<file path="src/rtl/uart_tx_ctrl_pkg.sv">
// Shared types for the UART transmit controller: FSM states, config byte layout,
// reset configuration and the data-length decode.
package uart_pkg;

    typedef enum logic [2:0] {
        IDLE   = 3'd0,
        START  = 3'd1,
        DATA   = 3'd2,
        PARITY = 3'd3,
        STOP   = 3'd4,
        BREAK  = 3'd5
    } uart_state_e;

    typedef struct packed {
        logic [2:0] rsvd;
        logic       two_stop;
        logic       par_odd;
        logic       par_en;
        logic [1:0] len_code;
    } uart_cfg_t;

    localparam logic [7:0] CFG_RESET = 8'h03;

    function automatic logic [3:0] data_len(input logic [1:0] code);
        return 4'd5 + {2'b00, code};
    endfunction

endpackage

</file>
<file path="src/rtl/uart_tx_ctrl_if.sv">
// Host-side bundle of the UART transmit controller. Optional brk line exists only
// when UART_TX_BREAK_EN is defined.
interface uart_tx_ctrl_if #(parameter int MAX_DATA_W = 8);
    logic                  confmode;
    logic [7:0]            cfg_din;
    logic                  send;
    logic [MAX_DATA_W-1:0] tx_data;
`ifdef UART_TX_BREAK_EN
    logic                  brk;
`endif
    logic                  tx;
    logic                  busy;
    logic                  done;
    logic [7:0]            cfg_out;
    logic [2:0]            state_out;

`ifdef UART_TX_BREAK_EN
    modport master (output confmode, cfg_din, send, tx_data, brk,
                    input  tx, busy, done, cfg_out, state_out);
    modport slave  (input  confmode, cfg_din, send, tx_data, brk,
                    output tx, busy, done, cfg_out, state_out);
`else
    modport master (output confmode, cfg_din, send, tx_data,
                    input  tx, busy, done, cfg_out, state_out);
    modport slave  (input  confmode, cfg_din, send, tx_data,
                    output tx, busy, done, cfg_out, state_out);
`endif
endinterface

</file>
<file path="src/rtl/uart_tx_ctrl_edge_det.sv">
// Registered rising-edge detector: one-cycle pulse the cycle after a 0->1 transition.
module uart_edge_det (
    input  logic Clk,
    input  logic Rst,
    input  logic d,
    output logic rise
);
    logic prev;

    always_ff @(posedge Clk) begin
        if (Rst) begin
            prev <= 1'b0;
            rise <= 1'b0;
        end else begin
            prev <= d;
            rise <= d & ~prev;
        end
    end
endmodule

</file>
<file path="src/rtl/uart_tx_ctrl.sv">
// Parametrised UART transmitter: runtime length/parity/stop config, internal baud
// divider, busy/done handshake. UART_TX_BREAK_EN adds a 16-bit-period break command.
module uart_tx_ctrl
    import uart_pkg::*;
#(
    parameter int CLKS_PER_BIT = 16,
    parameter int DIV_W        = 16,
    parameter int MAX_DATA_W   = 8
) (
    input logic           Clk,
    input logic           Rst,
    uart_tx_ctrl_if.slave bus
);
    uart_state_e           state, nxt;
    logic [DIV_W-1:0]      cnt, cnt_n;
    logic [3:0]            idx, idx_n;
    logic [MAX_DATA_W-1:0] data_q, data_n;
    logic                  par_q, par_n;
    logic                  stop_last, last_n;
    uart_cfg_t             cfg_q, cfg_n;
    logic                  tx_q, tx_n, busy_q, busy_n, done_q, done_n;
    logic                  cfg_rise, send_rise;
    logic [3:0]            len;
    logic [MAX_DATA_W-1:0] mask;
    logic                  bit_end;

    uart_edge_det u_cfg_ed  (.Clk(Clk), .Rst(Rst), .d(bus.confmode), .rise(cfg_rise));
    uart_edge_det u_send_ed (.Clk(Clk), .Rst(Rst), .d(bus.send),     .rise(send_rise));
`ifdef UART_TX_BREAK_EN
    logic brk_rise;
    uart_edge_det u_brk_ed  (.Clk(Clk), .Rst(Rst), .d(bus.brk),      .rise(brk_rise));
`endif

    assign bit_end = (cnt == DIV_W'(CLKS_PER_BIT - 1));
    // cfg_n already reflects a config edge in this cycle, so a same-cycle send uses it
    assign len     = data_len(cfg_n.len_code);
    assign mask    = {MAX_DATA_W{1'b1}} >> (MAX_DATA_W - int'(len));

    always_ff @(posedge Clk) begin
        if (Rst) begin
            state     <= IDLE;
            cnt       <= '0;
            idx       <= '0;
            data_q    <= '0;
            par_q     <= 1'b0;
            stop_last <= 1'b0;
            cfg_q     <= uart_cfg_t'(CFG_RESET);
            tx_q      <= 1'b1;
            busy_q    <= 1'b0;
            done_q    <= 1'b0;
        end else begin
            state     <= nxt;
            cnt       <= cnt_n;
            idx       <= idx_n;
            data_q    <= data_n;
            par_q     <= par_n;
            stop_last <= last_n;
            cfg_q     <= cfg_n;
            tx_q      <= tx_n;
            busy_q    <= busy_n;
            done_q    <= done_n;
        end
    end

    always_comb begin
        nxt    = state;
        cnt_n  = bit_end ? '0 : cnt + 1'b1;
        idx_n  = idx;
        data_n = data_q;
        par_n  = par_q;
        last_n = stop_last;
        cfg_n  = cfg_q;
        done_n = 1'b0;

        case (state)
            IDLE: begin
                cnt_n = '0;
                idx_n = '0;
                if (cfg_rise)
                    cfg_n = uart_cfg_t'({3'b000, bus.cfg_din[4:0]});
`ifdef UART_TX_BREAK_EN
                if (brk_rise) nxt = BREAK;
                else
`endif
                if (send_rise) begin
                    nxt    = START;
                    data_n = bus.tx_data;
                    par_n  = ^(bus.tx_data & mask) ^ cfg_n.par_odd;
                end
            end
            START:
                if (bit_end) nxt = DATA;
            DATA:
                if (bit_end) begin
                    data_n = data_q >> 1;
                    if (idx == len - 4'd1) begin
                        nxt    = cfg_q.par_en ? PARITY : STOP;
                        last_n = ~cfg_q.two_stop;
                        idx_n  = '0;
                    end else begin
                        idx_n = idx + 4'd1;
                    end
                end
            PARITY:
                if (bit_end) nxt = STOP;
            STOP:
                if (bit_end) begin
                    if (stop_last) begin
                        nxt    = IDLE;
                        done_n = 1'b1;
                    end else begin
                        last_n = 1'b1;
                    end
                end
`ifdef UART_TX_BREAK_EN
            BREAK:
                if (bit_end) begin
                    if (idx == 4'd15) begin
                        nxt    = STOP;
                        last_n = 1'b1;
                        idx_n  = '0;
                    end else begin
                        idx_n = idx + 4'd1;
                    end
                end
`endif
            default: nxt = IDLE;
        endcase

        // Line level is computed from the next state so tx stays a plain register
        case (nxt)
            START, BREAK: tx_n = 1'b0;
            DATA:         tx_n = data_n[0];
            PARITY:       tx_n = par_n;
            default:      tx_n = 1'b1;
        endcase
        busy_n = (nxt != IDLE);
    end

    assign bus.tx        = tx_q;
    assign bus.busy      = busy_q;
    assign bus.done      = done_q;
    assign bus.cfg_out   = cfg_q;
    assign bus.state_out = state;
endmodule

</file>
<file path="src/flat_wrapper.sv">
// flat-port wrapper written by rule: the top's interface ports become plain ports
module uart_tx_ctrl_flat import uart_pkg::*;
#(
    parameter int CLKS_PER_BIT = 16,
    parameter int DIV_W        = 16,
    parameter int MAX_DATA_W   = 8
)
  (Clk, Rst, bus_confmode, bus_cfg_din, bus_send, bus_tx_data, bus_tx, bus_busy, bus_done, bus_cfg_out, bus_state_out);
  uart_tx_ctrl_if #(.MAX_DATA_W(MAX_DATA_W)) bus_i ();
  input logic Clk;
  input logic Rst;
  input wire logic [$bits(bus_i.confmode)-1:0] bus_confmode;
  input wire logic [$bits(bus_i.cfg_din)-1:0] bus_cfg_din;
  input wire logic [$bits(bus_i.send)-1:0] bus_send;
  input wire logic [$bits(bus_i.tx_data)-1:0] bus_tx_data;
  output wire logic [$bits(bus_i.tx)-1:0] bus_tx;
  output wire logic [$bits(bus_i.busy)-1:0] bus_busy;
  output wire logic [$bits(bus_i.done)-1:0] bus_done;
  output wire logic [$bits(bus_i.cfg_out)-1:0] bus_cfg_out;
  output wire logic [$bits(bus_i.state_out)-1:0] bus_state_out;
  assign bus_i.confmode = bus_confmode;
  assign bus_i.cfg_din = bus_cfg_din;
  assign bus_i.send = bus_send;
  assign bus_i.tx_data = bus_tx_data;
  assign bus_tx = bus_i.tx;
  assign bus_busy = bus_i.busy;
  assign bus_done = bus_i.done;
  assign bus_cfg_out = bus_i.cfg_out;
  assign bus_state_out = bus_i.state_out;
  uart_tx_ctrl #(.CLKS_PER_BIT(CLKS_PER_BIT), .DIV_W(DIV_W), .MAX_DATA_W(MAX_DATA_W)) u_core (.Clk(Clk), .Rst(Rst), .bus(bus_i));
endmodule
</file>
<file path="config.mk">
export PLATFORM = sky130hd
export DESIGN_NAME = uart_tx_ctrl_flat
export DESIGN_NICKNAME = d
export VERILOG_FILES = /design/src/rtl/uart_tx_ctrl_pkg.sv /design/src/rtl/uart_tx_ctrl_if.sv /design/src/rtl/uart_tx_ctrl_edge_det.sv /design/src/rtl/uart_tx_ctrl.sv /design/src/flat_wrapper.sv
export SDC_FILE = /design/constraint.sdc
export NUM_CORES = 1
export LEC_CHECK = 0
export ABC_AREA = 1
export BUFFER_PORTS_ARGS = -buffer_cell sky130_fd_sc_hd__buf_2
export CORE_MARGIN = 2
export CORE_UTILIZATION = 45
export DETAILED_ROUTE_END_ITERATION = 16
export PLACE_DENSITY = 0.68
export SETUP_SLACK_MARGIN = 0.2
export SLEW_MARGIN = 0
export SYNTH_ARGS = -nofsm -noshare
export SYNTH_HDL_FRONTEND = slang
export SYNTH_SLANG_ARGS = --single-unit
</file>
<file path="constraint.sdc">
create_clock -name Clk -period 2.5 [get_ports Clk]
set_clock_uncertainty 0.05 [all_clocks]
set_input_delay 0.125 -clock Clk [delete_from_list [all_inputs] [get_ports Clk]]
set_output_delay 0.125 -clock Clk [all_outputs]
set_load 0.005 [all_outputs]
</file>
==> results of run 1 <==
## tightest hold or removal path, delay by kind of cell
kind,cells,cell delay [ns]
and+or+nand+nor,2,0.12
buffers and inverters,1,0.07
## layout by cell type (no fill, tap or decap), types with 7 or more instances in the layout
cell type and n:
nor3_1 10, inv_2 8, nand3_1 20, buf_2 27, nand4_1 7, inv_1 37
dfxtp_1 43, a21oi_1 15, nand2_1 63, nand2_2 16, nand3_2 8, nor2_1 26
## state kept, by name, indices dropped and copies added, names as in the netlist
| name | count |
|---|---|
| u_core.bus.busy | 1 |
| u_core.bus.tx | 1 |
| u_core.u_send_ed.rise | 1 |
| u_core.data_q | 8 |
| u_core.u_send_ed.prev | 1 |
| u_core.u_cfg_ed.prev | 1 |
| u_core.cnt | 16 |
| u_core.u_cfg_ed.rise | 1 |
| u_core.bus.state_out | 3 |
| u_core.bus.done | 1 |
| u_core.stop_last | 1 |
| u_core.par_q | 1 |
| u_core.bus.cfg_out | 5 |
| u_core.idx | 4 |
## power groups by stage
stage	registers (mW)	logic, mW	clock network, mW
3_3_place_gp	0.768	0.187	0
2_1_floorplan	0.767	0.133	0
3_5_place_dp	0.768	0.190	0
5_1_grt	0.754	0.248	0.490
6_report	0.751	0.221	0.431
4_1_cts	0.751	0.193	0.454
## logic make-up after synthesis
group | count (synthesis) | synth area share (%)
and+or+nand+nor | 176 | 38.04
buffers and inverters | 57 | 9.921
DFF | 45 | 38.20
AOI/OAI and AO/OA | 36 | 9.337
xor gates and xnor gates | 6 | 2.228
adders and majority gates | 4 | 2.122
other | 1 | 0.1590
## cells in the mapped netlist, types with 2 or more instances
library cell  count
a21oi_1          16
a31oi_1           6
buf_4             3
clkbuf_1          2
clkinv_1          2
dfxtp_1          45
ha_1              4
inv_1            41
inv_2             6
nand2_1          74
nand2_2           7
nand2_4           2
nand3_1          24
nand3_2           4
nand4_1           7
nor2_1           27
nor2_2            6
nor2_4            2
nor3_1           10
nor3b_1           3
nor4_1            2
o211ai_1          3
o21ai_0           5
or2_2             2
xnor2_1           2
xor2_1            4
## worst paths after layout
kind,startpoint,end,slack [ns],cells after the start
setup / recovery,u_core.bus.state_out[0],u_core.bus.tx,0.37,18
hold / removal,bus_cfg_din[4],u_core.bus.cfg_out[4],0.01,3
setup reg to reg,u_core.bus.state_out[0],u_core.bus.tx,0.37,18
hold reg to reg,u_core.u_send_ed.prev,u_core.u_send_ed.rise,0.34,1
## per-layer routing
metal	vias to the layer above	track usage [%]	wire length, um
met5	-	0	0
met4	0	5.091	79
met3	6	4.265	123
met2	27	28.85	2155
met1	918	19.72	2271
li1	1130	-	-
## cell type report
class	count	area (sq um)
clock buffers	7	76.32
clock inverters	1	7.507
fillers	517	2272
inverters	51	206.4
multi-input cells	225	1313
flip-flops and latches	45	908.4
well taps	70	87.58
repair buffers	35	203.9
## timing repair
| action | in CTS | in global routing |
|---|---|---|
| gates cloned | 0 | 0 |
| setup endpoints to repair | 1 | 11 |
| hold buffers | 2 | 0 |
| pin swaps | 0 | 11 |
| resized for setup | 2 | 32 |
| setup buffers | 0 | 1 |
| endpoints found under the hold margin | 2 | 0 |
## metrics by stage
step | instance area, sq um | instances
final | 2803 | 434
after global routing | 2803 | 434
after CTS | 2699 | 433
after detailed placement | 2591 | 423
after global placement | 2591 | 423
after floorplan | 2366 | 327
==> results by group, run 1 <==
Synth
  – Synth Warn #: 0
  – Leading area contributor after synthesis: dfxtp_1
  – Register area share after synthesis: between 30% and 40%
  – Post-Syn Area per Cell: 7.257 sq um
  – Post-synth top area share: 38.20%
  – FFs w/ async S/R, synth: 0%
  – Distinct cells, synth: 42
  – Post-Synthesis Cells: 325
  – Top post-synthesis cells by area: dfxtp_1 38%, nand2_1 12%, inv_1 6.5%
  – Post-synth EDFFs: 0
  – Flops & latches, synth: 45
  – Mapped cell area: roughly 0.0024 sq mm
  – Main flop type after synthesis: dfxtp_1

GRT
  – Largest net degree at the start of global routing: 17
  – Vias in the first global route: approximately 1900
  – Initial antenna violation count: 0
  – First-pass GRT wire length: between 7000 and 8000 um
  – Grt ovf: 0
  – GRT Util Overall: between 15 and 20%

Floorplanning
  – Die width: 76.40 um
  – Die area: 0.005836 sq mm
  – # rows: 26
  – Die Ht: approximately 76 um
  – # IOs: 34
  – Initial Utilization: between 40% and 50%
  – Area of the core: a little over 0.005 sq mm

Final layout
  – Ratio of cells with drive above 1 in the final layout: approximately 28%
  – N_diodes: 0
  – Nets: around 390
  – Fin util: between 50% and 60%
  – Area growth from synthesis to layout: 18.83%

Power
  – Seq pwr share: between 50% and 60%
  – Pwr dens: ~500 mW/mm^2
  – Pwr Total: ~1.4 mW
  – Internal power: 1.025 mW
  – Sw Share: a little over a quarter
  – P_leak: between 1 and 1.5 nW
  – Combinational Power Share: 15.7%
  – Switching pwr: approximately 0.38 mW
  – Clock group share of total power: 30.7%
  – Max VDD drop: 0.0003466 V

STA
  – Setup TNS Final: 0 ns
  – RSZ-0062 raised after global routing: no
  – Peak Freq: 470.2 MHz
  – Slew Viols, Final: 0
  – WHS: between 0.01 and 0.015 ns
  – Hold Vio Cnt, Final: 0
  – Post-route minimum period: ~2.1 ns
  – Fin worst setup slack: between 0.3 and 0.4 ns
  – Final setup viols: 0
  – Final Cycle Share: between 80% and 90%

Critical path
  – CP max stage cell: dfxtp_4
  – Crit end category: flop
  – Worst EP required: around 2.6 ns
  – Startpoint types: flop
  – Worst path max stage delay: 0.37 ns
  – Crit path buffers/inverters: 3
  – Max FO, Critical Path: 5
  – Crit path max-delay family: simple AND/OR/NAND/NOR gates
  – CP cell instances: inv_6 -> nand3_4 -> nor2_4 -> inv_2 -> nand2_2 -> nand2_4 -> ha_4 -> inv_1 -> nand3_1 -> nand3_1 -> nand2_2 -> nand3_1 -> nand2_1 -> nand3_2 -> nand2_2 -> nand2_2 -> nand2_1 -> nand3_1
  – Type of the worst setup path: flop to flop
  – CP Data Arrival Time: around 2.3 ns

Routing
  – DR vias: roughly 2100
  – Routed vias/inst: roughly 4.8
  – Drt drc: 0
  – Initial DRC Count: 77
  – Routed len/inst: 10.67 um
  – Antenna Nets Post-Route: 0
  – DRT Wirelength: 4630 um
  – DR pass1 iterations: 4

Run status
  – Outcome: finished clean

Clock tree
  – Cts bufs inserted: 5
  – Clk sinks: between 40 and 50
  – Clock tree buffer depth: 2
  – Skew-Pair Late Insertion Delay: 0.29 ns
  – H-tree Lvls: 2
  – Clock-pin slew on the worst setup and hold paths: 0.08 ns
  – Root buf cell: clkbuf_8
  – TritonCTS clock tree: done

Flow run
  – Number of max-cap violations: 0

Place
  – Pre-CTS worst setup slack: 0.2159 ns
  – IO Port Bufs: 27
  – RD Place Congestion: ~0.84
  – DP HPWL: ~3500 um

Hold path
  – Worst Hold Class: input pin to flop
No activity file was read; power rests on OpenSTA's default activity.
==> run 2: changes to the inputs <==
--- a/config.mk
+++ b/config.mk
@@ -9,6 +9,7 @@
 export BUFFER_PORTS_ARGS = -buffer_cell sky130_fd_sc_hd__buf_2
 export CORE_MARGIN = 2
 export CORE_UTILIZATION = 45
+export CTS_BUF_LIST = sky130_fd_sc_hd__clkbuf_8
 export DETAILED_ROUTE_END_ITERATION = 16
 export PLACE_DENSITY = 0.68
 export SETUP_SLACK_MARGIN = 0.2
==> run 2 against run 1 <==
Net effect:
- maximum frequency hardly changed
- worst setup slack about the same
- sequential cell count unchanged
- global-route usage did not move
- critical endpoint unchanged
- first-iteration DRC count increased by 12%
- worst hold slack hardly changed
- clock power decreased by 1%
- critical path type unchanged
- via count hardly changed
- sequential power hardly changed
- routed wire length about the same
- non-clock buffer count unchanged
- highest routed layer unchanged
- core utilization did not move
==> results by group, run 2 (synthesis results as in run 1) <==
Final layout
  – Most common cell after layout, fill and taps aside: nand2_1 (unchanged)
  – Max FFs per register: 16 (unchanged)
  – Commonest cells after routing, fill and taps aside: 63 x nand2_1, 43 x dfxtp_1, 39 x inv_1 (was 63 x nand2_1, 43 x dfxtp_1, 37 x inv_1)
  – Top reg by flops: u_core.cnt (unchanged)
  – N_diodes: 0 (unchanged)
  – Ratio of cells with drive above 1 in the final layout: 28.02% (unchanged)
  – Area growth from synthesis to layout: 18.83% (unchanged)
  – Fin util: 55.23% (unchanged)
  – Nets: 387 (unchanged)
  – FILL cells: 517 (unchanged)

Power
  – Combinational Power Share: 15.8% (was 15.7%)
  – Max VDD drop: 0.0003412 V (was 0.0003466 V)
  – Seq pwr share: 53.8% (was 53.5%)
  – Sw Share: 27.16% (was 26.90%)
  – Clock group share of total power: 30.4% (was 30.7%)
  – P_leak: 1.260 nW (was 1.252 nW)
  – Pwr Total: 1.397 mW (was 1.403 mW)
  – Switching pwr: 0.3794 mW (was 0.3772 mW)
  – Pwr dens: 498.3 mW/mm^2 (was 500.4 mW/mm^2)
  – Internal power: 1.017 mW (was 1.025 mW)

STA
  – Post-route minimum period: 2.127 ns (about the same)
  – Final Cycle Share: 85.08% (was 85.07%)
  – RSZ-0062 raised after global routing: no (unchanged)
  – Setup TNS Final: 0 ns (unchanged)
  – WHS: 0.01352 ns (was 0.01356 ns)
  – Hold Vio Cnt, Final: 0 (unchanged)
  – Peak Freq: 470.1 MHz (was 470.2 MHz)
  – Slew Viols, Final: 0 (unchanged)
  – Final setup viols: 0 (unchanged)

Place
  – RD Place Congestion: 0.8360 (unchanged)
  – DP HPWL: 3528 um (unchanged)
  – IO Port Bufs: 27 (unchanged)

Critical path
  – Max FO, Critical Path: 5 (unchanged)
  – Crit path max-delay family: simple AND/OR/NAND/NOR gates (unchanged)
  – Crit path buffers/inverters: 3 (unchanged)
  – Type of the worst setup path: flop to flop (unchanged)
  – Startpoint types: flop (unchanged)
  – Worst path max stage delay: 0.37 ns (about the same)
  – Crit end category: flop (unchanged)
  – CP Data Arrival Time: 2.26 ns (about the same)
  – Worst EP required: 2.63 ns (about the same)
  – CP max stage cell: dfxtp_4 (unchanged)
  – CP cell instances: inv_6 -> nand3_4 -> nor2_4 -> inv_2 -> nand2_2 -> nand2_4 -> ha_4 -> inv_1 -> nand3_1 -> nand3_1 -> nand2_2 -> nand3_1 -> nand2_1 -> nand3_2 -> nand2_2 -> nand2_2 -> nand2_1 -> nand3_1 (unchanged)

GRT
  – Initial antenna violation count: 0 (unchanged)
  – First-pass GRT wire length: 7852 um (unchanged)
  – Grt ovf: 0 (unchanged)
  – Vias in the first global route: 1944 (unchanged)
  – Largest net degree at the start of global routing: 17 (unchanged)
  – GRT Util Overall: 16.47% (unchanged)

Floorplanning
  – Die area: 0.005836 sq mm (unchanged)
  – Die Ht: 76.40 um (unchanged)
  – # IOs: 34 (unchanged)
  – Initial Utilization: 46.47% (unchanged)
  – # rows: 26 (unchanged)
  – Area of the core: 0.005075 sq mm (unchanged)
  – Die width: 76.40 um (unchanged)

Run status
  – Outcome: finished clean (unchanged)

Routing
  – DR pass1 iterations: 4 (unchanged)
  – DRT Wirelength: 4629 um (was 4630 um)
  – Antenna Nets Post-Route: 0 (unchanged)
  – Routed len/inst: 10.67 um (about the same)
  – DR vias: 2080 (was 2081)
  – Routed vias/inst: 4.793 (was 4.795)
  – Initial DRC Count: 86 (was 77)
  – Drt drc: 0 (unchanged)

Clock tree
  – TritonCTS clock tree: done (unchanged)
  – Skew-Pair Late Insertion Delay: 0.29 ns (about the same)
  – Cts bufs inserted: 5 (unchanged)
  – Root buf cell: clkbuf_8 (unchanged)
  – Clk sinks: 45 (unchanged)
  – Clock tree buffer depth: 2 (unchanged)
  – H-tree Lvls: 2 (unchanged)
  – Clock-pin slew on the worst setup and hold paths: 0.08 ns (about the same)

Flow run
  – Number of max-cap violations: 0 (unchanged)

Hold path
  – Worst Hold Class: input pin to flop (unchanged)
[run 2: what timing repair did]
| item | 4_1_cts | 5_1_grt |
|---|---|---|
| hold buffers | 2 | 0 |
| pin swaps | 0 | 11 |
| setup buffers | 0 | 1 |
| resized for setup | 3 | 31 |
| hold endpoints to repair | 2 | 0 |
| endpoints found under the setup margin | 1 | 11 |
[run 2: final timing paths]
path,from,to,slack [ns],cells past startpoint
max reg2reg,u_core.bus.state_out[0],u_core.bus.tx,0.37,18
min,bus_cfg_din[4],u_core.bus.cfg_out[4],0.01,3
max,u_core.bus.state_out[0],u_core.bus.tx,0.37,18
min reg2reg,u_core.u_send_ed.prev,u_core.u_send_ed.rise,0.34,1
[run 2: metrics by stage]
step           instance area, sq um  instances  setup WS (ns)
2_1_floorplan                  2366        327         0.3891
3_3_place_gp                   2591        423         0.2349
3_5_place_dp                   2591        423         0.2159
4_1_cts                        2700        433         0.2352
5_1_grt                        2803        434         0.2063
6_report                       2803        434         0.3730
[run 2: worst min-delay path, cell delays in order]
cell and delay [ns]:
buf_2 0.07, nor2_1 0.03, nor2_1 0.09
[run 2: final cells by class]
class                      instances  area (sq um)  share of cell area [%]
timing repair buffer              35         203.9                   7.277
clock inverter                     3         15.01                  0.5357
tap                               70         87.58                   3.125
sequential                        45         908.4                   32.41
multi-input combinational        225          1313                   46.83
clock buffer                       5         68.82                   2.455
inverter                          51         206.4                   7.366
[run 2: layer usage]
| layer | routed length [um] | track usage (%) | vias up |
|---|---|---|---|
| li1 | - | - | 1130 |
| met3 | 123 | 4.265 | 6 |
| met5 | 0 | 0 | - |
| met1 | 2274 | 19.72 | 917 |
| met4 | 79 | 5.091 | 0 |
| met2 | 2152 | 28.85 | 27 |
[run 2: power by group through the flow]
stage               combinational [mW]  sequential, mW  clock, mW
CTS                              0.193           0.751      0.447
global route                     0.248           0.754      0.483
floorplan                        0.133           0.767          0
finish                           0.221           0.751      0.425
global placement                 0.187           0.768          0
detailed placement               0.190           0.768          0
==> run 3: changes to the inputs <==
--- a/config.mk
+++ b/config.mk
@@ -7,6 +7,8 @@
 export LEC_CHECK = 0
 export ABC_AREA = 1
 export BUFFER_PORTS_ARGS = -buffer_cell sky130_fd_sc_hd__buf_2
+export CAP_MARGIN = 20
+export CORE_ASPECT_RATIO = 2
 export CORE_MARGIN = 2
 export CORE_UTILIZATION = 45
 export CTS_BUF_LIST = sky130_fd_sc_hd__clkbuf_8
==> run 3 against run 2 <==
Net effect:
- non-clock buffer count increased by 8
- largest cell class unchanged
- design area increased by 3.7%
- global-route usage increased by 3.4 points
- routed wire length increased by 20%
- final cell count decreased by 0.92%
- highest routed layer unchanged
- largest power group unchanged
- clock power about the same
- critical path type unchanged
- sequential power about the same
- count of clock-buffer cells in the layout unchanged
- via count increased by 8.0%
- core utilization increased by 1.9 points
==> results by group, run 3 (synthesis results as in run 1) <==
Hold path
  – Worst Hold Class: input pin to flop (unchanged)

Final layout
  – Max FFs per register: 16 (unchanged)
  – Most common cell after layout, fill and taps aside: nand2_1 (unchanged)
  – Fin area: 0.002908 sq mm (was 0.002803 sq mm)
  – Ratio of cells with drive above 1 in the final layout: 33.60% (was 28.02%)
  – Top reg by flops: u_core.cnt (unchanged)
  – Non-filler cells, final: 430 (was 434)
  – FILL cells: 508 (was 517)
  – Commonest cells after routing, fill and taps aside: 58 x nand2_1, 42 x dfxtp_1, 38 x inv_1 (was 63 x nand2_1, 43 x dfxtp_1, 39 x inv_1)
  – Area growth from synthesis to layout: 23.29% (was 18.83%)
  – Nets: 395 (was 387)
  – Register Area: 907.1 sq um (was 908.4 sq um)
  – N_diodes: 0 (unchanged)
  – Multi-input gate area: 0.001375 sq mm (was 0.001313 sq mm)
  – Fin util: 57.10% (was 55.23%)

Routing
  – Initial DRC Count: 41 (was 86)
  – Routed vias/inst: 5.223 (was 4.793)
  – DR vias: 2246 (was 2080)
  – Drt drc: 0 (unchanged)
  – DR pass1 iterations: 5 (was 4)
  – DRT Wirelength: 5563 um (was 4629 um)
  – Routed len/inst: 12.94 um (was 10.67 um)
  – Antenna Nets Post-Route: 0 (unchanged)

Clock tree
  – Clock tree buffer depth: 2 (unchanged)
  – Skew-Pair Late Insertion Delay: 0.30 ns (was 0.29 ns)
  – TritonCTS clock tree: done (unchanged)
  – Clk sinks: 45 (unchanged)
  – Root buf cell: clkbuf_8 (unchanged)
  – Clock-pin slew on the worst setup and hold paths: 0.08 ns (about the same)
  – H-tree Lvls: 2 (unchanged)
  – Cts bufs inserted: 5 (unchanged)

STA
  – Fin worst setup slack: 0.2827 ns (was 0.3730 ns)
  – Peak Freq: 451.0 MHz (was 470.1 MHz)
  – Slew Viols, Final: 0 (unchanged)
  – Hold Vio Cnt, Final: 0 (unchanged)
  – RSZ-0062 raised after global routing: no (unchanged)
  – Setup TNS Final: 0 ns (unchanged)
  – Final Cycle Share: 88.69% (was 85.08%)
  – Post-route minimum period: 2.217 ns (was 2.127 ns)
  – Final setup viols: 0 (unchanged)
  – WHS: 0.06487 ns (was 0.01352 ns)

Critical path
  – Startpoint types: flop (unchanged)
  – Worst EP required: 2.64 ns (was 2.63 ns)
  – Crit path to: u_core.bus.tx (unchanged)
  – Worst R2R Start: u_core.bus.state_out[2] (was u_core.bus.state_out[0])
  – CP max stage cell: dfxtp_4 (unchanged)
  – Worst path max stage delay: 0.36 ns (was 0.37 ns)
  – CP cell instances: inv_4 -> nand3_4 -> nor2_4 -> inv_2 -> nand2_2 -> nand2_4 -> ha_4 -> inv_4 -> nand3_2 -> nand3_2 -> nand2_2 -> nand3_2 -> nand2_2 -> nand3_2 -> nand2_2 -> nand2_2 -> nand2_1 -> nand3_1 (was inv_6 -> nand3_4 -> nor2_4 -> inv_2 -> nand2_2 -> nand2_4 -> ha_4 -> inv_1 -> nand3_1 -> nand3_1 -> nand2_2 -> nand3_1 -> nand2_1 -> nand3_2 -> nand2_2 -> nand2_2 -> nand2_1 -> nand3_1)
  – FF-to-FF setup slack: 0.28 ns (was 0.37 ns)
  – Worst R2R Path Depth: 18 (unchanged)
  – CP startpoint: u_core.bus.state_out[2] (was u_core.bus.state_out[0])
  – Type of the worst setup path: flop to flop (unchanged)
  – Top cell by count, worst path: nand2_2
  – Max FO, Critical Path: 4 (was 5)
  – Crit end category: flop (unchanged)
  – Worst R2R End: u_core.bus.tx (unchanged)
  – CP Data Arrival Time: 2.35 ns (was 2.26 ns)

GRT
  – Largest net degree at the start of global routing: 17 (unchanged)
  – Vias in the first global route: 2078 (was 1944)
  – GRT Util Overall: 19.87% (was 16.47%)
  – Initial antenna violation count: 0 (unchanged)
  – Grt ovf: 0 (unchanged)
  – First-pass GRT wire length: 8625 um (was 7852 um)

Floorplanning
  – # IOs: 34 (unchanged)
  – Initial Utilization: 46.31% (was 46.47%)
  – Area of the core: 0.005092 sq mm (was 0.005075 sq mm)
  – Die area: 0.005871 sq mm (was 0.005836 sq mm)
  – Die Ht: 106.4 um (was 76.40 um)
  – # rows: 37 (was 26)
  – Die width: 55.19 um (was 76.40 um)

Place
  – Pre-CTS worst setup slack: 0.1329 ns (was 0.2159 ns)
  – DP HPWL: 3995 um (was 3528 um)
  – Placed inst area: 0.002576 sq mm (was 0.002591 sq mm)
  – IO Port Bufs: 27 (unchanged)
  – RD Place Congestion: 0.7995 (was 0.8360)
  – Placed Cells incl. Taps: 411 (was 423)

Run status
  – Outcome: finished clean (unchanged)

Flow run
  – Number of max-cap violations: 0 (unchanged)

Power
  – Max VDD drop: 0.0004679 V (was 0.0003412 V)
  – Pwr Total: 1.441 mW (was 1.397 mW)
  – P_leak: 1.304 nW (was 1.260 nW)
  – Pwr dens: 495.5 mW/mm^2 (was 498.3 mW/mm^2)
-- run 3: worst min path at each step --
| stage | startpoint | end | cells after the start |
|---|---|---|---|
| floorplan | bus_confmode | u_core.u_cfg_ed.prev | 2 |
| global placement | bus_confmode | u_core.u_cfg_ed.prev | 3 |
| detailed placement | bus_confmode | u_core.u_cfg_ed.prev | 3 |
| CTS | bus_tx_data[7] | u_core.data_q[7] | 3 |
| global route | bus_tx_data[7] | u_core.data_q[7] | 3 |
| finish | bus_cfg_din[2] | u_core.bus.cfg_out[2] | 3 |
-- run 3: final cells by class --
class	instances	area share (%)
timing repair buffer	43	9.165
clock buffer	5	2.367
clock inverter	3	0.3873
sequential	45	31.20
inverter	51	7.100
multi-input combinational	225	47.29
tap	58	2.496
-- run 3: timing repair --
item / CTS / global route
pin swaps: 0 / 20
setup endpoints to repair: 5 / 11
buffers inserted: 3 / 5
hold endpoints to repair: 3 / 0
hold buffers: 3 / 0
gates resized for setup: 3 / 47
-- run 3: where the power goes --
part / internal (mW) / switching (mW)
sequential: 0.738 / 0.0136
clock: 0.187 / 0.238
combinational: 0.107 / 0.159
total: 1.03 / 0.410
-- run 3: critical path: cells and delay by family, from the launching register on --
kind | cells | cell delay (ns)
AND/OR/NAND/NOR | 14 | 1.22
flip-flops | 1 | 0.36
adder cells (fa/ha/maj) | 1 | 0.30
buffers and inverters | 3 | 0.16
-- run 3: metal layers --
layer / up-vias / share of wire, % / track usage (%)
li1: 1141 / - / -
met1: 1047 / 33 / 19.17
met2: 42 / 60 / 38.18
met3: 16 / 2.9 / 3.371
met4: 0 / 3.3 / 7.317
met5: - / 0 / 0
